**src/rtl/lcd_hd44780_rx_if.sv**
```systemverilog
// HD44780-style parallel LCD bus: controller-driven strobe/select/data,
// responder-driven read data and busy flag.
interface lcd_hd44780_rx_if;
    logic       LCD_E;
    logic       LCD_RS;
    logic       LCD_RW;
    logic [7:0] LCD_DATA;
    logic [7:0] RD_DATA;
    logic       BUSY;

    modport master (
        output LCD_E, LCD_RS, LCD_RW, LCD_DATA,
        input  RD_DATA, BUSY
    );

    modport slave (
        input  LCD_E, LCD_RS, LCD_RW, LCD_DATA,
        output RD_DATA, BUSY
    );
endinterface

```
**src/rtl/lcd_hd44780_rx.sv**
```systemverilog
// lcd_hd44780_rx: receiving end of the HD44780-style character-LCD bus.
// Oversamples E/RS/RW/DATA, decodes each E falling edge into instruction or
// DDRAM effects, keeps an 80-byte DDRAM shadow with address counter and
// mode flags, and answers reads with busy flag / DDRAM data.
module lcd_hd44780_rx #(
    parameter int unsigned BUSY_CYCLES  = 4,
    parameter int unsigned CLEAR_CYCLES = 80
) (
    input  logic               CLK,
    input  logic               RESETN,
    lcd_hd44780_rx_if.slave    bus,
    output logic [6:0]         AC,
    output logic               DISP_ON,
    output logic               CURSOR_ON,
    output logic               BLINK_ON,
    output logic               ID,
    output logic               SH,
    output logic               DL,
    output logic               N,
    output logic               F,
    output logic               CMD_STROBE,
    input  logic [6:0]         VIEW_ADDR,
    output logic [7:0]         VIEW_CHAR,
    output logic               ERR_BUSY,
    output logic               ERR_ADDR,
    input  logic               ERR_CLR
);

    typedef enum logic [1:0] {S_IDLE, S_EXEC, S_CLEAR} state_t;

    localparam logic [6:0] LAST_IDX = 7'(CLEAR_CYCLES - 1);

    // Valid DDRAM addresses: 0x00-0x27 (line 1), 0x40-0x67 (line 2).
    function automatic logic f_valid(input logic [6:0] a);
        return (a <= 7'h27) || ((a >= 7'h40) && (a <= 7'h67));
    endfunction

    // Physical DDRAM index; line 2 is packed directly after line 1.
    function automatic logic [6:0] f_idx(input logic [6:0] a);
        return (a < 7'h40) ? a : (a - 7'h18);
    endfunction

    // Address-counter step with the line-to-line wrap points.
    function automatic logic [6:0] f_step(input logic [6:0] a, input logic inc);
        logic [6:0] nxt;
        if (inc) begin
            if (a == 7'h27)      nxt = 7'h40;
            else if (a == 7'h67) nxt = 7'h00;
            else                 nxt = a + 7'd1;
        end else begin
            if (a == 7'h00)      nxt = 7'h67;
            else if (a == 7'h40) nxt = 7'h27;
            else                 nxt = a - 7'd1;
        end
        return nxt;
    endfunction

    logic       r_e_s1, r_e_s2, r_e_s3;
    logic       r_rs_s1, r_rs_s2, r_rs_s3;
    logic       r_rw_s1, r_rw_s2, r_rw_s3;
    logic [7:0] r_d_s1, r_d_s2, r_d_s3;

    state_t     r_state;
    logic       r_busy;
    logic [7:0] r_cnt;
    logic [6:0] r_clr_idx;
    logic       r_strobe;

    logic [6:0] r_ac;
    logic       r_disp, r_cur, r_blink, r_id, r_sh, r_dl, r_n, r_f;
    logic       r_err_busy, r_err_addr;
    logic [7:0] r_rd;
    logic [7:0] r_view;
    logic [7:0] r_ddram [CLEAR_CYCLES];

    logic       w_xfer, w_bfread, w_take, w_drop, w_is_ir_wr;
    logic       w_bad, w_clear, w_exec;
    logic       w_we;
    logic [6:0] w_waddr;
    logic [7:0] w_wdata;

    // Three-stage synchroniser for all bus inputs.
    always_ff @(posedge CLK) begin
        if (!RESETN) begin
            {r_e_s1, r_e_s2, r_e_s3}    <= '0;
            {r_rs_s1, r_rs_s2, r_rs_s3} <= '0;
            {r_rw_s1, r_rw_s2, r_rw_s3} <= '0;
            r_d_s1 <= '0;
            r_d_s2 <= '0;
            r_d_s3 <= '0;
        end else begin
            {r_e_s1, r_e_s2, r_e_s3}    <= {bus.LCD_E, r_e_s1, r_e_s2};
            {r_rs_s1, r_rs_s2, r_rs_s3} <= {bus.LCD_RS, r_rs_s1, r_rs_s2};
            {r_rw_s1, r_rw_s2, r_rw_s3} <= {bus.LCD_RW, r_rw_s1, r_rw_s2};
            r_d_s1 <= bus.LCD_DATA;
            r_d_s2 <= r_d_s1;
            r_d_s3 <= r_d_s2;
        end
    end

    // Transfer classification on the synchronised E falling edge.
    assign w_xfer     = r_e_s3 & ~r_e_s2;
    assign w_bfread   = w_xfer & ~r_rs_s3 & r_rw_s3;
    assign w_take     = w_xfer & ~w_bfread & ~r_busy;
    assign w_drop     = w_xfer & ~w_bfread & r_busy;
    assign w_is_ir_wr = ~r_rs_s3 & ~r_rw_s3;
    assign w_bad      = w_take & w_is_ir_wr & r_d_s3[7] & ~f_valid(r_d_s3[6:0]);
    assign w_clear    = w_take & w_is_ir_wr & (r_d_s3 == 8'h01);
    assign w_exec     = w_take & ~w_bad & ~w_clear;

    // Busy sequencer: execution delay or clear-display fill.
    always_ff @(posedge CLK) begin
        if (!RESETN) begin
            r_state   <= S_CLEAR;
            r_busy    <= 1'b1;
            r_cnt     <= '0;
            r_clr_idx <= '0;
            r_strobe  <= 1'b0;
        end else begin
            r_strobe <= w_bfread | w_exec | w_clear;
            case (r_state)
                S_IDLE: begin
                    if (w_clear) begin
                        r_state   <= S_CLEAR;
                        r_busy    <= 1'b1;
                        r_clr_idx <= '0;
                    end else if (w_exec) begin
                        r_state <= S_EXEC;
                        r_busy  <= 1'b1;
                        r_cnt   <= 8'(BUSY_CYCLES);
                    end
                end
                S_EXEC: begin
                    if (r_cnt <= 8'd1) begin
                        r_state <= S_IDLE;
                        r_busy  <= 1'b0;
                    end else begin
                        r_cnt <= r_cnt - 8'd1;
                    end
                end
                S_CLEAR: begin
                    if (r_clr_idx == LAST_IDX) begin
                        r_state <= S_IDLE;
                        r_busy  <= 1'b0;
                    end else begin
                        r_clr_idx <= r_clr_idx + 7'd1;
                    end
                end
                default: begin
                    r_state <= S_IDLE;
                    r_busy  <= 1'b0;
                end
            endcase
        end
    end

    // Address counter, mode flags and sticky error flags.
    always_ff @(posedge CLK) begin
        if (!RESETN) begin
            r_ac       <= '0;
            r_id       <= 1'b1;
            r_sh       <= 1'b0;
            r_disp     <= 1'b0;
            r_cur      <= 1'b0;
            r_blink    <= 1'b0;
            r_dl       <= 1'b1;
            r_n        <= 1'b0;
            r_f        <= 1'b0;
            r_err_busy <= 1'b0;
            r_err_addr <= 1'b0;
        end else begin
            if (w_drop)       r_err_busy <= 1'b1;
            else if (ERR_CLR) r_err_busy <= 1'b0;
            if (w_bad)        r_err_addr <= 1'b1;
            else if (ERR_CLR) r_err_addr <= 1'b0;

            if (w_clear) begin
                r_ac <= '0;
                r_id <= 1'b1;
            end else if (w_exec) begin
                if (r_rs_s3) begin
                    r_ac <= f_step(r_ac, r_id);
                end else begin
                    casez (r_d_s3)
                        8'b1???????: r_ac <= r_d_s3[6:0];
                        8'b01??????: ;
                        8'b001?????: {r_dl, r_n, r_f} <= r_d_s3[4:2];
                        8'b0001????: r_ac <= f_step(r_ac, r_d_s3[2]);
                        8'b00001???: {r_disp, r_cur, r_blink} <= r_d_s3[2:0];
                        8'b000001??: {r_id, r_sh} <= r_d_s3[1:0];
                        8'b0000001?: r_ac <= '0;
                        default: ;
                    endcase
                end
            end
        end
    end

    // DDRAM write port: clear fill has priority, otherwise accepted data write.
    always_comb begin
        w_we    = 1'b0;
        w_waddr = f_idx(r_ac);
        w_wdata = r_d_s3;
        if (r_state == S_CLEAR) begin
            w_we    = 1'b1;
            w_waddr = r_clr_idx;
            w_wdata = 8'h20;
        end else if (w_exec && r_rs_s3 && !r_rw_s3) begin
            w_we = 1'b1;
        end
        if (!RESETN) w_we = 1'b0;
    end

    // DDRAM storage.
    always_ff @(posedge CLK) begin
        if (w_we) r_ddram[w_waddr] <= w_wdata;
    end

    // Registered bus read data and mirror readout.
    always_ff @(posedge CLK) begin
        if (!RESETN) begin
            r_rd   <= '0;
            r_view <= '0;
        end else begin
            r_rd   <= r_rs_s2 ? r_ddram[f_idx(r_ac)] : {r_busy, r_ac};
            r_view <= f_valid(VIEW_ADDR) ? r_ddram[f_idx(VIEW_ADDR)] : 8'h20;
        end
    end

    assign bus.RD_DATA = r_rd;
    assign bus.BUSY    = r_busy;
    assign AC          = r_ac;
    assign DISP_ON     = r_disp;
    assign CURSOR_ON   = r_cur;
    assign BLINK_ON    = r_blink;
    assign ID          = r_id;
    assign SH          = r_sh;
    assign DL          = r_dl;
    assign N           = r_n;
    assign F           = r_f;
    assign CMD_STROBE  = r_strobe;
    assign VIEW_CHAR   = r_view;
    assign ERR_BUSY    = r_err_busy;
    assign ERR_ADDR    = r_err_addr;

endmodule

```
**src/flat_wrapper.sv**
```systemverilog
// flat-port wrapper written by rule: the top's interface ports become plain ports
module lcd_hd44780_rx_flat 
#(
    parameter int unsigned BUSY_CYCLES  = 4,
    parameter int unsigned CLEAR_CYCLES = 80
)
  (CLK, RESETN, AC, DISP_ON, CURSOR_ON, BLINK_ON, ID, SH, DL, N, F, CMD_STROBE, VIEW_ADDR, VIEW_CHAR, ERR_BUSY, ERR_ADDR, ERR_CLR, bus_LCD_E, bus_LCD_RS, bus_LCD_RW, bus_LCD_DATA, bus_RD_DATA, bus_BUSY);
  lcd_hd44780_rx_if bus_i ();
  input  logic CLK;
  input  logic RESETN;
  output logic [6:0] AC;
  output logic DISP_ON;
  output logic CURSOR_ON;
  output logic BLINK_ON;
  output logic ID;
  output logic SH;
  output logic DL;
  output logic N;
  output logic F;
  output logic CMD_STROBE;
  input  logic [6:0] VIEW_ADDR;
  output logic [7:0] VIEW_CHAR;
  output logic ERR_BUSY;
  output logic ERR_ADDR;
  input  logic ERR_CLR;
  input wire logic [$bits(bus_i.LCD_E)-1:0] bus_LCD_E;
  input wire logic [$bits(bus_i.LCD_RS)-1:0] bus_LCD_RS;
  input wire logic [$bits(bus_i.LCD_RW)-1:0] bus_LCD_RW;
  input wire logic [$bits(bus_i.LCD_DATA)-1:0] bus_LCD_DATA;
  output wire logic [$bits(bus_i.RD_DATA)-1:0] bus_RD_DATA;
  output wire logic [$bits(bus_i.BUSY)-1:0] bus_BUSY;
  assign bus_i.LCD_E = bus_LCD_E;
  assign bus_i.LCD_RS = bus_LCD_RS;
  assign bus_i.LCD_RW = bus_LCD_RW;
  assign bus_i.LCD_DATA = bus_LCD_DATA;
  assign bus_RD_DATA = bus_i.RD_DATA;
  assign bus_BUSY = bus_i.BUSY;
  lcd_hd44780_rx #(.BUSY_CYCLES(BUSY_CYCLES), .CLEAR_CYCLES(CLEAR_CYCLES)) u_core (.CLK(CLK), .RESETN(RESETN), .bus(bus_i), .AC(AC), .DISP_ON(DISP_ON), .CURSOR_ON(CURSOR_ON), .BLINK_ON(BLINK_ON), .ID(ID), .SH(SH), .DL(DL), .N(N), .F(F), .CMD_STROBE(CMD_STROBE), .VIEW_ADDR(VIEW_ADDR), .VIEW_CHAR(VIEW_CHAR), .ERR_BUSY(ERR_BUSY), .ERR_ADDR(ERR_ADDR), .ERR_CLR(ERR_CLR));
endmodule
```
**config.mk**
```make
export PLATFORM = sky130hd
export DESIGN_NAME = lcd_hd44780_rx_flat
export DESIGN_NICKNAME = d
export VERILOG_FILES = /design/src/rtl/lcd_hd44780_rx_if.sv /design/src/rtl/lcd_hd44780_rx.sv /design/src/flat_wrapper.sv
export SDC_FILE = /design/constraint.sdc
export NUM_CORES = 1
export LEC_CHECK = 0
export BUFFER_PORTS_ARGS = -buffer_cell sky130_fd_sc_hd__buf_2
export CELL_PAD_IN_SITES_DETAIL_PLACEMENT = 1
export CELL_PAD_IN_SITES_GLOBAL_PLACEMENT = 1
export CORE_MARGIN = 2
export CORE_UTILIZATION = 55
export DETAILED_ROUTE_END_ITERATION = 8
export GPL_TIMING_DRIVEN = 0
export PLACE_DENSITY = 0.81
export SLEW_MARGIN = 10
export SYNTH_ARGS = -nofsm -noshare
export SYNTH_HDL_FRONTEND = slang
export SYNTH_SLANG_ARGS = --single-unit
```
**constraint.sdc**
```tcl
create_clock -name CLK -period 3.8 [get_ports CLK]
set_input_delay 0.95 -clock CLK [delete_from_list [all_inputs] [get_ports CLK]]
set_output_delay 0.95 -clock CLK [all_outputs]
set_load 0.005 [all_outputs]
```
# Yosys cells after proc, flatten, opt, wreduce, memory -nomap -nowiden
# Memories as Yosys holds them, arrays and structs flattened.
# Cells that the tools add are included.
totals:
  register_bits: 85
  mem_bits_rw: 640
  elab_cells: 154
  n_memories: 1
mem_list:
  columns: ["name", "depth", "word_bits", "read_ports", "rd_clocked_by_memory_dff", "wr", "line_no", "text"]
  rows:
  - ["u_core.r_ddram", 80, 8, 2, 0, 1, "lcd_hd44780_rx.sv:74", "logic [7:0] r_ddram [CLEAR_CYCLES];"]
classes:
  n_addsub: 6
  order_cmp: 9
  n_eq_ne: 20
  n_mux: 39
  bitwise_logic: 24
  n_reduce_logical: 24
op_table:
  columns: ["cell", "n"]
  rows:
  - ["$mux 7", 12]
  - ["$mux 8", 5]
  - ["$eq 7x7->1 const B", 3]
  - ["$pmux 7 s3", 1]
  - ["$pmux 8 s2", 1]
  - ["$reduce_and 4->1", 4]
  - ["$add 7x1->7 const B", 2]
  - ["$ge 7x7->1 const B", 2]
  - ["$le 7x6->1 const B", 2]
  - ["$le 7x7->1 const B", 2]
  - ["$lt 7x7->1 const B", 2]
  - ["$pmux 7 s2", 1]
  - ["$sub 7x5->7 const B", 2]
  - ["$and 1x1->1", 13]
  - ["$mux 1", 12]
  - ["$not 1->1", 9]
  - ["$reduce_and 3->1", 3]
  - ["$eq 8x1->1 const B", 1]
  - ["$le 8x1->1 const B", 1]
  - ["$mux 2", 4]
  - ["$ne 2x1->1 const B", 4]
  - ["$reduce_bool 2->1", 4]
  - ["$sub 8x1->8 const B", 1]
  - ["$eq 7x1->1 const B", 1]
  - ["other kinds (22)", 30]

# Logic depth before layout (Yosys ltp)
logic_depth:
  depth_word: 20
  mapped_depth: 11

# Worst setup path after synthesis
# No wires, ideal clock.
synth_timing:
  kind: "flip-flop to flip-flop"
  start: "reg u_core.r_state[1]"
  end: "mem u_core.r_ddram[0][0] (data pin)"
  t_arrival_ns: 2.704
  slack_ns: 0.521
  path_stages_with_launch: 5
  path_buffers: 2
  synth_period_minus_slack_ns: 3.279
  path_cell_list: "dfxtp_1 clkbuf_1 nor2b_1 clkbuf_1 nor2_1"
synth_via:
  elab_chain_len: 2
synth_lines:
  columns: ["item", "line_no", "text"]
  rows:
  - ["start: declaration", "lcd_hd44780_rx.sv:63", "state_t r_state;"]
  - ["start signal: assignment", "lcd_hd44780_rx.sv:114", "r_state <= S_CLEAR;"]
  - ["start signal: assignment", "lcd_hd44780_rx.sv:124", "r_state <= S_CLEAR;"]
  - ["start signal: assignment", "lcd_hd44780_rx.sv:128", "r_state <= S_EXEC;"]
  - ["$eq 2x2->1", "lcd_hd44780_rx.sv:204", "if (r_state == S_CLEAR) begin"]
  - ["$mux 8", "lcd_hd44780_rx.sv:204", null]
  - ["via u_core.w_wdata[0]", "lcd_hd44780_rx.sv:80", "logic [7:0] w_wdata;"]
  - ["end: declaration", "lcd_hd44780_rx.sv:74", null]
# The timed path passes the listed nets, and every way through them passes these cells.

# Final worst setup path
layout_timing:
  start: "in VIEW_ADDR[2]"
  end: "reg u_core.r_view[7] (netlist: u_core.VIEW_CHAR[7])"
layout_via:
  elab_chain_len: 4
  elab_cells_between_ends: 10
layout_lines:
  columns: ["item", "line_no", "text"]
  rows:
  - ["start: declaration", "flat_wrapper.sv:21", "input logic [6:0] VIEW_ADDR;"]
  - ["parallel branches: the longest is 4 deep, another holds $mem_v2 80x8", null, null]
  - ["end signal: assignment", "lcd_hd44780_rx.sv:226", "r_view <= f_valid(VIEW_ADDR) ? r_ddram[f_idx(VIEW_ADDR)] : 8'h20;"]
  - ["end: declaration", "lcd_hd44780_rx.sv:73", "logic [7:0] r_view;"]
# Several ways; the timed one is not identified.
# A chain may end at the register's enable or synchronous reset.

==> impl_metrics.prom <==
# TYPE chip_impl_metric gauge
chip_impl_metric{name="synthesis.area_per_instance",unit="sq um"} 16.4
chip_impl_info{name="critPathLaunchType",value="input port"} 1
chip_impl_info{name="slowest_stage",value="nor4_1"} 1
chip_impl_metric{name="row_cnt",unit=""} 91
chip_impl_metric{name="num-nets-final",unit=""} 2337
chip_impl_metric{name="peak_ir_drop_on_the_vdd_network",unit="uV"} 422
chip_impl_metric{name="clock_path_buffers",unit=""} 3
chip_impl_metric{name="max_cap_viols",unit=""} 0
chip_impl_metric{name="min_period",unit="ps"} 4020
chip_impl_metric{name="cpPeakStageDelay",unit="ps"} 930
chip_impl_metric{name="worst-slew-pin-transition",unit="ps"} 1480
chip_impl_metric{name="synth-edff-count",unit=""} 640
chip_impl_metric{name="gp_routability_congestion",unit=""} 1.09
chip_impl_metric{name="fin_setup_tns",unit="ps"} -7660
chip_impl_metric{name="mappedNetlistArea",unit="sq um"} 34300
chip_impl_metric{name="postSynthNetCount",unit=""} 2118
chip_impl_metric{name="via_count_of_the_first_global_routing_pass",unit=""} 24900
chip_impl_metric{name="grt_first_pass_wirelength",unit="microns"} 198000
chip_impl_info{name="worstSetupPathType",value="input port to flip-flop"} 1
chip_impl_metric{name="holdPathStages",unit=""} 1
chip_impl_metric{name="buffer_ports.inserted",unit=""} 52
chip_impl_info{name="synth_top_cells_by_area",value="edfxtp_1 56%, mux4_2 20%, dfxtp_1 5.0%, mux2i_1 3.4%, nand2_1 1.6%"} 1
chip_impl_metric{name="worst-r2r-cell-count",unit=""} 8
chip_impl_metric{name="antenna_found_initial",unit=""} 9
chip_impl_metric{name="grt_usage",unit="%"} 45.7
chip_impl_metric{name="clock_insertion_delay_worst_skew",unit="ps"} 680
chip_impl_metric{name="routed_wire_length",unit="microns"} 145000
chip_impl_info{name="combinational_family_with_the_most_area_after_synthesis",value="multiplexers"} 1
chip_impl_metric{name="area_growth",unit="%"} 17.6
chip_impl_metric{name="die_height",unit="microns"} 254
chip_impl_info{name="timing.critical_path.cells",value="clkbuf_1, clkbuf_1, mux4_2, mux2i_1, o21ai_0, nor4_1, a211oi_1"} 1
chip_impl_info{name="hold_path.class",value="flip-flop to flip-flop"} 1
chip_impl_metric{name="dp_cells",unit=""} 2978
chip_impl_metric{name="pin_count",unit=""} 56
chip_impl_metric{name="design.die.area",unit="sq um"} 64300
chip_impl_metric{name="grt_max_degree",unit=""} 81
chip_impl_metric{name="cp_max_fo",unit=""} 10
chip_impl_metric{name="ys_seq_area_share",unit="%"} 61.1
chip_impl_metric{name="numCtsBuffers",unit=""} 77
chip_impl_info{name="endpoint_kind",value="flip-flop"} 1
chip_impl_metric{name="avgRoutedWirePerCell",unit="microns"} 45.2
chip_impl_metric{name="numClockSinks",unit=""} 725
chip_impl_metric{name="cell_count_along_the_critical_path",unit=""} 7
chip_impl_metric{name="netlist-cell-type-count",unit=""} 71
chip_impl_metric{name="drt_iter0_markers",unit=""} 4578
chip_impl_metric{name="synth_compound_gate_area_share",unit="%"} 4.88
chip_impl_metric{name="die_width",unit="microns"} 254
chip_impl_metric{name="timing.critical_path.arrival",unit="ps"} 4510
chip_impl_metric{name="synth_top_area_share",unit="%"} 56.1
chip_impl_metric{name="finalNonFillerCells",unit=""} 3211
chip_impl_metric{name="synth_xor_area_share",unit="%"} 0.657
chip_impl_info{name="violations_in_the_final_reports",value="negative setup slack"} 1
chip_impl_metric{name="ys_ff_latch",unit=""} 725
chip_impl_metric{name="synth_mux_area_share",unit="%"} 24.2
chip_impl_metric{name="post_synth_fa_ha_maj_area_fraction",unit="%"} 0.402
chip_impl_metric{name="layout-drive-gt1-share",unit="%"} 35.4
chip_impl_metric{name="core_region_area",unit="sq um"} 61600
chip_impl_metric{name="area_share_of_and_or_nand_nor_cells_after_synthesis",unit="%"} 6.47
chip_impl_metric{name="finalHoldViolations",unit=""} 0
chip_impl_metric{name="global_route.overflow_total",unit=""} 0
chip_impl_metric{name="firstDrtPassIters",unit=""} 6
chip_impl_metric{name="power-per-cell-area",unit="nW/um^2"} 423
chip_impl_info{name="cts_root_buffer",value="clkbuf_16"} 1
chip_impl_metric{name="dr_total_vias",unit=""} 25200
chip_impl_metric{name="dp_slack",unit="ps"} -1360
chip_impl_metric{name="report.final.slew_viol_count",unit=""} 0
chip_impl_metric{name="syn-instance-count",unit=""} 2086
chip_impl_metric{name="htree_num_levels",unit=""} 3
chip_impl_metric{name="path_buf_inv",unit=""} 2
chip_impl_metric{name="post-route-worst-setup-slack",unit="ps"} -220
chip_impl_info{name="synth_top_cell_by_area",value="edfxtp_1"} 1
chip_impl_metric{name="drc",unit=""} 0
chip_impl_metric{name="synth_warnings",unit=""} 0
chip_impl_metric{name="cp_data_required_time",unit="ps"} 4290
chip_impl_metric{name="power.leakage",unit="uW"} 0.0119
chip_impl_metric{name="clk_pin_slew_worst_paths",unit="ps"} 60
chip_impl_metric{name="maxClockFrequency",unit="GHz"} 0.249
chip_impl_metric{name="min_period_over_period",unit="%"} 106
chip_impl_info{name="cts_tree",value="done"} 1
chip_impl_metric{name="power.total",unit="uW"} 17100
chip_impl_metric{name="detailed_place_hpwl",unit="microns"} 91700
chip_impl_info{name="outcome",value="finished, violations left"} 1
chip_impl_metric{name="timing.clock.skew",unit="ps"} 59.0
chip_impl_info{name="ys_dominant_reg_cell",value="edfxtp_1"} 1
chip_impl_metric{name="start_util",unit="%"} 55.6
chip_impl_info{name="critPathMostFrequentCell",value="clkbuf_1"} 1
chip_impl_metric{name="post_synth_arst_share",unit="%"} 0
chip_impl_metric{name="postPlaceCellArea",unit="sq um"} 35700
chip_impl_metric{name="final_antenna_net_count",unit=""} 0
chip_impl_metric{name="timing.final.setup_violations",unit=""} 157
chip_impl_metric{name="viasPerCell",unit=""} 7.83
chip_impl_info{name="critical_path.top_delay_family",value="buffers and inverters"} 1
chip_impl_metric{name="maxSlewHeadroom",unit="%"} 1.54
chip_impl_metric{name="layout.cell_area.non_filler",unit="sq um"} 40300
## repair_timing
item,4_1_cts,5_1_grt
pin swaps,53,7
cloned,0,0
endpoints found under the hold margin,0,0
setup endpoints to repair,659,636
hold buffers,0,0
buffers inserted,80,9
gates resized for setup,235,52
## logic make-up (layout without fill, tap and decap cells)
kind of cell    count (synthesis)  in the layout
flops                         725            725
compound gates                246            246
xor+xnor                       24             24
mux                           451            451
simple gates                  466            466
other cells                     0              6
buf+inv                       163            445
fa+ha+maj                      11             11
## through the flow
step	hold slack [ps]	util, %
2_1_floorplan	412	-
3_3_place_gp	425	57.7
3_5_place_dp	426	57.9
4_1_cts	442	64.9
5_1_grt	454	65.4
6_report	435	65.4
## metal layers
metal / vias to the layer above / GRT usage (%) / wire (microns)
li1: 8967 / - / -
met1: 12700 / 55.8 / 47000
met2: 2723 / 65.6 / 61900
met3: 774 / 19.6 / 22900
met4: 8 / 32.0 / 13100
met5: - / 0.463 / 73
## cells in the mapped netlist (7+ instances only)
cell type  count
a211oi_1      20
a21oi_1       45
a221oi_1      15
a31oi_1        9
a32oi_1       13
and2_1        53
and3_1         7
buf_1         14
buf_2         56
buf_4         15
clkbuf_1      56
dfxtp_1       85
edfxtp_1     640
ha_1          11
inv_1         16
mux2_2        35
mux2i_1      117
mux4_2       299
nand2_1      147
nand2b_1      12
nand3_1       32
nand4_1        7
nor2_1       132
nor2b_1       17
nor3_1        14
nor4_1        14
o2111ai_1      7
o21ai_0       42
o22ai_1       27
o31ai_1        8
xnor2_1       16
## worst reg2reg max path: cells and delay by family, from the launching register on
family	cells	cell delay [ps]
DFF	1	450
AOI/OAI and AO/OA	1	170
buffers and inverters	3	1580
and+or+nand+nor	4	1630
## flip-flops by register name, summed over array words and instances (netlist names), 2 cells and up
signal	flops
u_core.r_cnt	8
u_core.bus.RD_DATA	8
u_core.AC	7
u_core.r_d_s1	8
u_core.r_clr_idx	7
u_core.r_d_s2	8
u_core.r_d_s3	8
u_core.r_ddram	640
u_core.VIEW_CHAR	8
u_core.r_state	2
## layout by cell type (no fill, tap or decap), drive strengths merged, types with 35 or more instances in the layout
cell type	netlist	final
buf	90	217
and2	53	53
clkbuf	56	163
nor2	132	132
a21oi	45	45
o21ai	47	47
mux4	299	299
nand2	147	147
mux2	35	35
dfxtp	85	85
edfxtp	640	640
mux2i	117	117
## area by class of cell
| type | instances | area [sq um] |
|---|---|---|
| timing repair buffer | 145 | 1490 |
| tap | 837 | 1050 |
| clock buffer | 99 | 2110 |
| antenna | 6 | 15.0 |
| inverter | 17 | 63.8 |
| buffer | 141 | 810 |
| multi-input combinational | 1198 | 13500 |
| clock inverter | 43 | 373 |
| sequential | 725 | 20900 |
| fill | 5342 | 21300 |
## final timing paths
| kind | from | end | slack [ps] |
|---|---|---|---|
| max | VIEW_ADDR[2] | u_core.VIEW_CHAR[7]$_SDFF_PN0_ | -220 |
| min | u_core.r_d_s1[7]$_SDFF_PN0_ | u_core.r_d_s2[7]$_SDFF_PN0_ | 440 |
| max reg2reg | u_core.AC[1]$_SDFFE_PP0P_ | u_core.bus.RD_DATA[5]$_SDFF_PN0_ | -190 |
| min reg2reg | u_core.r_d_s1[7]$_SDFF_PN0_ | u_core.r_d_s2[7]$_SDFF_PN0_ | 440 |
## where the power goes
group,leakage (uW),internal (uW),switching (uW)
clock network,0.00120,4280,3320
registers,0.00572,8580,28.4
logic,0.00495,261,583
Note: power is estimated with default switching activity, not from simulation.
